`config.mk`:
```
export PLATFORM = sky130hd
export DESIGN_NAME = pipeline_ctrl
export DESIGN_NICKNAME = d
export VERILOG_FILES = /design/src/rtl/pipe_ctrl_pkg.sv /design/src/rtl/load_use_detect.sv /design/src/rtl/pipeline_ctrl.sv
export SDC_FILE = /design/constraint.sdc
export NUM_CORES = 1
export LEC_CHECK = 0
export ABC_CLOCK_PERIOD_IN_PS = 2600
export CORE_MARGIN = 2
export CORE_UTILIZATION = 45
export DETAILED_ROUTE_END_ITERATION = 10
export GPL_TIMING_DRIVEN = 0
export PLACE_DENSITY = 0.77
export SLEW_MARGIN = 20
export SYNTH_ARGS = -nofsm -noshare
export SYNTH_HDL_FRONTEND = slang
export SYNTH_SLANG_ARGS = --single-unit
export TNS_END_PERCENT = 50
```
`constraint.sdc`:
```
create_clock -name clk_i -period 2.6 [get_ports clk_i]
set_clock_uncertainty 0.1 [all_clocks]
set_input_delay 0.78 -clock clk_i [delete_from_list [all_inputs] [get_ports clk_i]]
set_output_delay 0.78 -clock clk_i [all_outputs]
set_load 0.05 [all_outputs]
```
`src/rtl/pipe_ctrl_pkg.sv`:
```
// ============================================================================
//  Module   : pipe_ctrl_pkg
//  Purpose  : Shared types and constants for the pipeline stall/flush control.
//  Revision : 1.0  initial release
// ============================================================================
`default_nettype none

package pipe_ctrl_pkg;

  typedef enum logic [0:0] {
    RUN      = 1'b0,
    MEM_WAIT = 1'b1
  } state_t;

  typedef struct packed {
    logic pc_en;
    logic if_id_en;
    logic id_ex_en;
    logic ex_mem_en;
    logic mem_wb_en;
    logic if_id_flush;
    logic id_ex_flush;
    logic mem_wb_flush;
  } ctrl_t;

  localparam logic [4:0] REG_X0 = 5'd0;

endpackage

`default_nettype wire

```
`src/rtl/load_use_detect.sv`:
```
// ============================================================================
//  Module   : load_use_detect
//  Purpose  : Combinational load-use hazard compare between ID sources and EX rd.
//  Revision : 1.0  initial release
// ============================================================================
`default_nettype none

module load_use_detect
  import pipe_ctrl_pkg::*;
(
  input  logic [4:0] i_id_rs1_addr,
  input  logic [4:0] i_id_rs2_addr,
  input  logic       i_id_uses_rs1,
  input  logic       i_id_uses_rs2,
  input  logic [4:0] i_ex_rd_addr,
  input  logic       i_ex_rd_wren,
  input  logic       i_ex_is_load,
  output logic       o_lu
);

  logic w_rs1_hit;
  logic w_rs2_hit;
  logic w_ld_wr;

  // x0 is hardwired, so a load targeting it never creates a dependency
  assign w_ld_wr   = i_ex_is_load & i_ex_rd_wren & (i_ex_rd_addr != REG_X0);
  assign w_rs1_hit = i_id_uses_rs1 & (i_id_rs1_addr == i_ex_rd_addr);
  assign w_rs2_hit = i_id_uses_rs2 & (i_id_rs2_addr == i_ex_rd_addr);
  assign o_lu      = w_ld_wr & (w_rs1_hit | w_rs2_hit);

endmodule

`default_nettype wire

```
`src/rtl/pipeline_ctrl.sv`:
```
// ============================================================================
//  Module   : pipeline_ctrl
//  Purpose  : Pipeline register enables/flushes, memory-wait timeout, counters.
//  Revision : 1.0  initial release
// ============================================================================
`default_nettype none

module pipeline_ctrl
  import pipe_ctrl_pkg::*;
#(
  parameter int unsigned MEM_TIMEOUT = 255,
  parameter int unsigned CNT_W       = 32
) (
  input  logic             clk_i,
  input  logic             rst_i,
  input  logic [4:0]       id_rs1_addr_i,
  input  logic [4:0]       id_rs2_addr_i,
  input  logic             id_uses_rs1_i,
  input  logic             id_uses_rs2_i,
  input  logic [4:0]       ex_rd_addr_i,
  input  logic             ex_rd_wren_i,
  input  logic             ex_is_load_i,
  input  logic             ex_mispred_i,
  input  logic             mem_req_i,
  input  logic             mem_ack_i,
  output logic             pc_en_o,
  output logic             if_id_en_o,
  output logic             id_ex_en_o,
  output logic             ex_mem_en_o,
  output logic             mem_wb_en_o,
  output logic             if_id_flush_o,
  output logic             id_ex_flush_o,
  output logic             mem_wb_flush_o,
  output logic             mem_err_o,
  output logic [CNT_W-1:0] stall_cnt_o,
  output logic [CNT_W-1:0] flush_cnt_o
);

  localparam int unsigned WAIT_W = $clog2(MEM_TIMEOUT + 1);
  localparam logic [WAIT_W-1:0] c_TIMEOUT = WAIT_W'(MEM_TIMEOUT);

  state_t            r_state;
  state_t            w_state_nxt;
  logic [WAIT_W-1:0] r_wait_cnt;
  logic [WAIT_W-1:0] w_wait_nxt;
  logic [CNT_W-1:0]  r_stall_cnt;
  logic [CNT_W-1:0]  r_flush_cnt;
  ctrl_t             w_ctrl;
  logic              w_lu;
  logic              w_mem_stall;
  logic              w_timeout;
  logic              w_mem_err;

  load_use_detect u_lu (
    .i_id_rs1_addr (id_rs1_addr_i),
    .i_id_rs2_addr (id_rs2_addr_i),
    .i_id_uses_rs1 (id_uses_rs1_i),
    .i_id_uses_rs2 (id_uses_rs2_i),
    .i_ex_rd_addr  (ex_rd_addr_i),
    .i_ex_rd_wren  (ex_rd_wren_i),
    .i_ex_is_load  (ex_is_load_i),
    .o_lu          (w_lu)
  );

  // An ack wins over a simultaneous timeout: the access did complete.
  assign w_timeout   = (r_state == MEM_WAIT) & ~mem_ack_i & (r_wait_cnt == c_TIMEOUT);
  assign w_mem_stall = (r_state == RUN) ? (mem_req_i & ~mem_ack_i)
                                        : (~mem_ack_i & (r_wait_cnt != c_TIMEOUT));

  always_ff @(posedge clk_i) begin
    if (rst_i) begin
      r_state    <= RUN;
      r_wait_cnt <= '0;
    end else begin
      r_state    <= w_state_nxt;
      r_wait_cnt <= w_wait_nxt;
    end
  end

  always_comb begin
    w_state_nxt = r_state;
    w_wait_nxt  = r_wait_cnt;
    case (r_state)
      RUN: begin
        if (mem_req_i && !mem_ack_i) begin
          w_state_nxt = MEM_WAIT;
          w_wait_nxt  = WAIT_W'(1);
        end
      end
      MEM_WAIT: begin
        if (mem_ack_i || (r_wait_cnt == c_TIMEOUT)) begin
          w_state_nxt = RUN;
          w_wait_nxt  = '0;
        end else begin
          w_wait_nxt  = r_wait_cnt + WAIT_W'(1);
        end
      end
      default: begin
        w_state_nxt = RUN;
        w_wait_nxt  = '0;
      end
    endcase
  end

  always_comb begin
    w_ctrl.pc_en        = 1'b1;
    w_ctrl.if_id_en     = 1'b1;
    w_ctrl.id_ex_en     = 1'b1;
    w_ctrl.ex_mem_en    = 1'b1;
    w_ctrl.mem_wb_en    = 1'b1;
    w_ctrl.if_id_flush  = 1'b0;
    w_ctrl.id_ex_flush  = 1'b0;
    w_ctrl.mem_wb_flush = 1'b0;
    w_mem_err           = 1'b0;
    if (rst_i) begin
      w_ctrl.if_id_flush  = 1'b1;
      w_ctrl.id_ex_flush  = 1'b1;
      w_ctrl.mem_wb_flush = 1'b1;
    end else if (w_mem_stall) begin
      w_ctrl.pc_en        = 1'b0;
      w_ctrl.if_id_en     = 1'b0;
      w_ctrl.id_ex_en     = 1'b0;
      w_ctrl.ex_mem_en    = 1'b0;
      w_ctrl.mem_wb_flush = 1'b1;
    end else begin
      if (w_timeout) begin
        w_ctrl.mem_wb_flush = 1'b1;
        w_mem_err           = 1'b1;
      end
      if (ex_mispred_i) begin
        w_ctrl.if_id_flush = 1'b1;
        w_ctrl.id_ex_flush = 1'b1;
      end else if (w_lu) begin
        w_ctrl.pc_en       = 1'b0;
        w_ctrl.if_id_en    = 1'b0;
        w_ctrl.id_ex_flush = 1'b1;
      end
    end
  end

  always_ff @(posedge clk_i) begin
    if (rst_i) begin
      r_stall_cnt <= '0;
      r_flush_cnt <= '0;
    end else begin
      if (!w_ctrl.pc_en && !(&r_stall_cnt))
        r_stall_cnt <= r_stall_cnt + CNT_W'(1);
      if (w_ctrl.if_id_flush && !(&r_flush_cnt))
        r_flush_cnt <= r_flush_cnt + CNT_W'(1);
    end
  end

  assign pc_en_o        = w_ctrl.pc_en;
  assign if_id_en_o     = w_ctrl.if_id_en;
  assign id_ex_en_o     = w_ctrl.id_ex_en;
  assign ex_mem_en_o    = w_ctrl.ex_mem_en;
  assign mem_wb_en_o    = w_ctrl.mem_wb_en;
  assign if_id_flush_o  = w_ctrl.if_id_flush;
  assign id_ex_flush_o  = w_ctrl.id_ex_flush;
  assign mem_wb_flush_o = w_ctrl.mem_wb_flush;
  assign mem_err_o      = w_mem_err;
  assign stall_cnt_o    = r_stall_cnt;
  assign flush_cnt_o    = r_flush_cnt;

endmodule

`default_nettype wire

```
==> impl_metrics.py <==
metrics = {
    "critical_path": {
        "critPathKind": "primary input to primary output",
        "timing.rr.end": "stall_cnt_o[30]",
        "r2r_slack_ns": 0.16,
        "crit_path_start_kind": "primary input",
        "crit_chain": "buf_8, or3_1, o311a_1, a22o_4, nand2_8, buf_8, buf_8",
        "crit_slowest_cell": "or3_1",
        "worstSetupEndpointType": "primary output",
        "cpPeakStageDelay_ns": 0.36,
        "cp.required_ns": 1.72,
        "critical_path_arrival_ns": 2.11,
        "startpoint": "ex_rd_addr_i[3]",
        "reg2reg_depth": 6,
        "r2r-start": "stall_cnt_o[0]",
        "cp_max_fo": 2,
        "cp_common_cell": "buf_8",
    },
    "global_route": {
        "antenna_found_initial": 0,
        "grt_max_degree": 13,
        "grt_pass1_vias": 3927,
        "gr-usage-all-layers": 0.233,
        "grt_pass1_wl_um": 18400,
        "grt-ovfl-total": 0,
    },
    "run": {
        "drv_cap": 0,
    },
    "final_layout": {
        "fin_nets": 628,
        "final_cells": 711,
        "final_common_cell": "dfxtp_1",
        "layout-drive-gt1-share": 0.163,
        "final_cell_mix": "71 x dfxtp_1, 66 x clkdlybuf4s50_1, 53 x nor2_1",
        "synthToLayoutAreaGrowth_pct": 43.5,
        "design_area_um2": 5570,
        "fillers": 649,
        "fin_util": 0.671,
        "n_antenna_cell": 0,
    },
    "yosys": {
        "seq_area_frac_synth": 0.376,
        "synth_warnings": 0,
        "avgSynthCellArea_um2": 8.21,
        "ys_seq_elements": 73,
        "synth.net_count": 500,
        "async_flop_share": 0,
        "synth.distinct_cells": 57,
        "syn-cell-area_um2": 3880,
        "ys_dominant_reg_cell": "dfxtp_1",
        "netlist_instances": 473,
        "synth-edff-count": 0,
    },
    "detailed_routing": {
        "dr.pass1.iters": 5,
        "routed_via_density": 5.80,
        "num_vias": 4122,
        "drt-initial-drc-count": 200,
        "drc": 0,
        "post_drt_wl_per_cell_um": 15.7,
        "drtAntennaViolNets": 0,
        "wl_um": 11200,
    },
    "min_path": {
        "holdCritPathClass": "flop to flop",
        "hold_end": "stall_cnt_o[24]",
        "hold_path_depth": 2,
        "hp-start": "stall_cnt_o[24]",
    },
    "timing": {
        "holdWs_ns": 0.418,
        "finalSetupViolations": 6,
        "fmax_ghz": 0.335,
        "maxSlewViolCount": 0,
        "rsz0062_at_grt": "yes",
        "timing.final.crit_share": 1.15,
        "min_period_ns": 2.99,
        "worst_pin_slew_ns": 0.681,
        "hold_viol_final": 0,
        "slew_headroom": 0.542,
        "worst_slack_ns": -0.385,
        "fin_tns_setup_ns": -1.24,
    },
    "die": {
        "die_height_um": 96.9,
        "start_util": 0.468,
        "dieArea_um2": 9390,
        "die_w_um": 96.9,
        "rows": 33,
        "io_pins": 97,
        "core_um2": 8300,
    },
    "placed_design": {
        "placedCellCount": 673,
        "post-place-ws_ns": -1.50,
        "gp_congestion": 0.885,
        "place_area_um2": 5010,
        "dp.final_hpwl_um": 7770,
        "port_buffers": 95,
    },
    "clock_network": {
        "htree_levels": 3,
        "clockBufferDepth": 2,
        "clk_latency_ns": 0.35,
        "cts.sinks": 73,
        "cts-root-buf": "clkbuf_8",
        "path_clk_slew_ns": 0.08,
        "numCtsBuffers": 9,
        "cts_tree": "done",
    },
    "pwr": {
        "power_mw": 2.62,
        "power.density_nw_per_um2": 470,
        "ir_drop_uv": 293,
        "total_leakage_power_nw": 2.00,
    },
    "outcome": {
        "violations": "setup timing",
        "run_status": "finished, violations left",
    },
}
[metal layers]
| layer | share of wire | track usage | routed length, µm | vias to the layer above |
|---|---|---|---|---|
| li1 | - | - | - | 1971 |
| met1 | 0.42 | 0.300 | 4750 | 1948 |
| met2 | 0.48 | 0.383 | 5400 | 181 |
| met3 | 0.076 | 0.0462 | 847 | 22 |
| met4 | 0.015 | 0.0921 | 172 | 0 |
| met5 | 0 | 0 | 0 | - |
[synthesized netlist by cell type (12+ instances only)]
library cell	n	area (µm²)
nand3_1	27	135
o21ai_0	17	85.1
clkbuf_1	12	45.0
and3_1	16	100
inv_1	12	45.0
or3_1	19	119
nand2_1	33	124
dfxtp_1	73	1460
xor2_1	31	272
a21oi_1	35	175
nor2_1	54	203
nor3_1	12	60.1
xnor2_1	13	114
nand4_1	33	206
[critical path: cells and delay by family]
family | cells | cell delay (ns)
buffers and inverters | 3 | 0.30
AO/OA/AOI/OAI | 2 | 0.60
AND/OR/NAND/NOR | 2 | 0.42
[flip-flops by register name (all words and copies together), names as in the netlist]
signal       count
flush_cnt_o     32
r_state          1
r_wait_cnt       8
stall_cnt_o     32
[where the power goes]
| part | switching, mW | internal (mW) |
|---|---|---|
| registers | 0.00995 | 1.12 |
| logic | 0.144 | 0.112 |
| clock network | 0.441 | 0.786 |
[cell type report]
type	count	area (µm²)	share of cell area
clock buffers	11	151	0.0272
clock inverters	5	125	0.0225
plain buffers	19	120	0.0216
repair buffers	120	1140	0.204
well taps	105	131	0.0236
multi-input cells	366	2390	0.429
flip-flops and latches	73	1470	0.263
inverters	12	48.8	0.00876
[worst max-delay path by stage]
| stage | to | slack (ns) | cells past startpoint |
|---|---|---|---|
| 2_1_floorplan | pc_en_o | -0.49 | 8 |
| 3_3_place_gp | pc_en_o | -1.49 | 7 |
| 3_5_place_dp | if_id_flush_o | -1.50 | 5 |
| 4_1_cts | pc_en_o | -0.42 | 7 |
| 5_1_grt | pc_en_o | -0.43 | 7 |
| 6_report | pc_en_o | -0.39 | 7 |
[what timing repair did]
item | in CTS | in global routing
hold buffers | 0 | 0
cloned | 1 | 0
pin swaps | 20 | 10
resized for setup | 123 | 17
setup buffers | 17 | 7
setup endpoints to repair | 53 | 42
[kinds of logic (layout without fill, tap and decap cells)]
family          Yosys count  count (layout)  share of synthesized area
buf+inv                  34             167                     0.0441
fa+ha+maj                 3               3                    0.00967
flops                    73              73                      0.376
other cells               1               1                   0.000966
mux                       3               3                    0.00934
xor+xnor                 44              44                     0.0993
simple gates            234             234                      0.325
compound gates           81              81                      0.135
No activity file was read; power rests on OpenSTA's default activity.
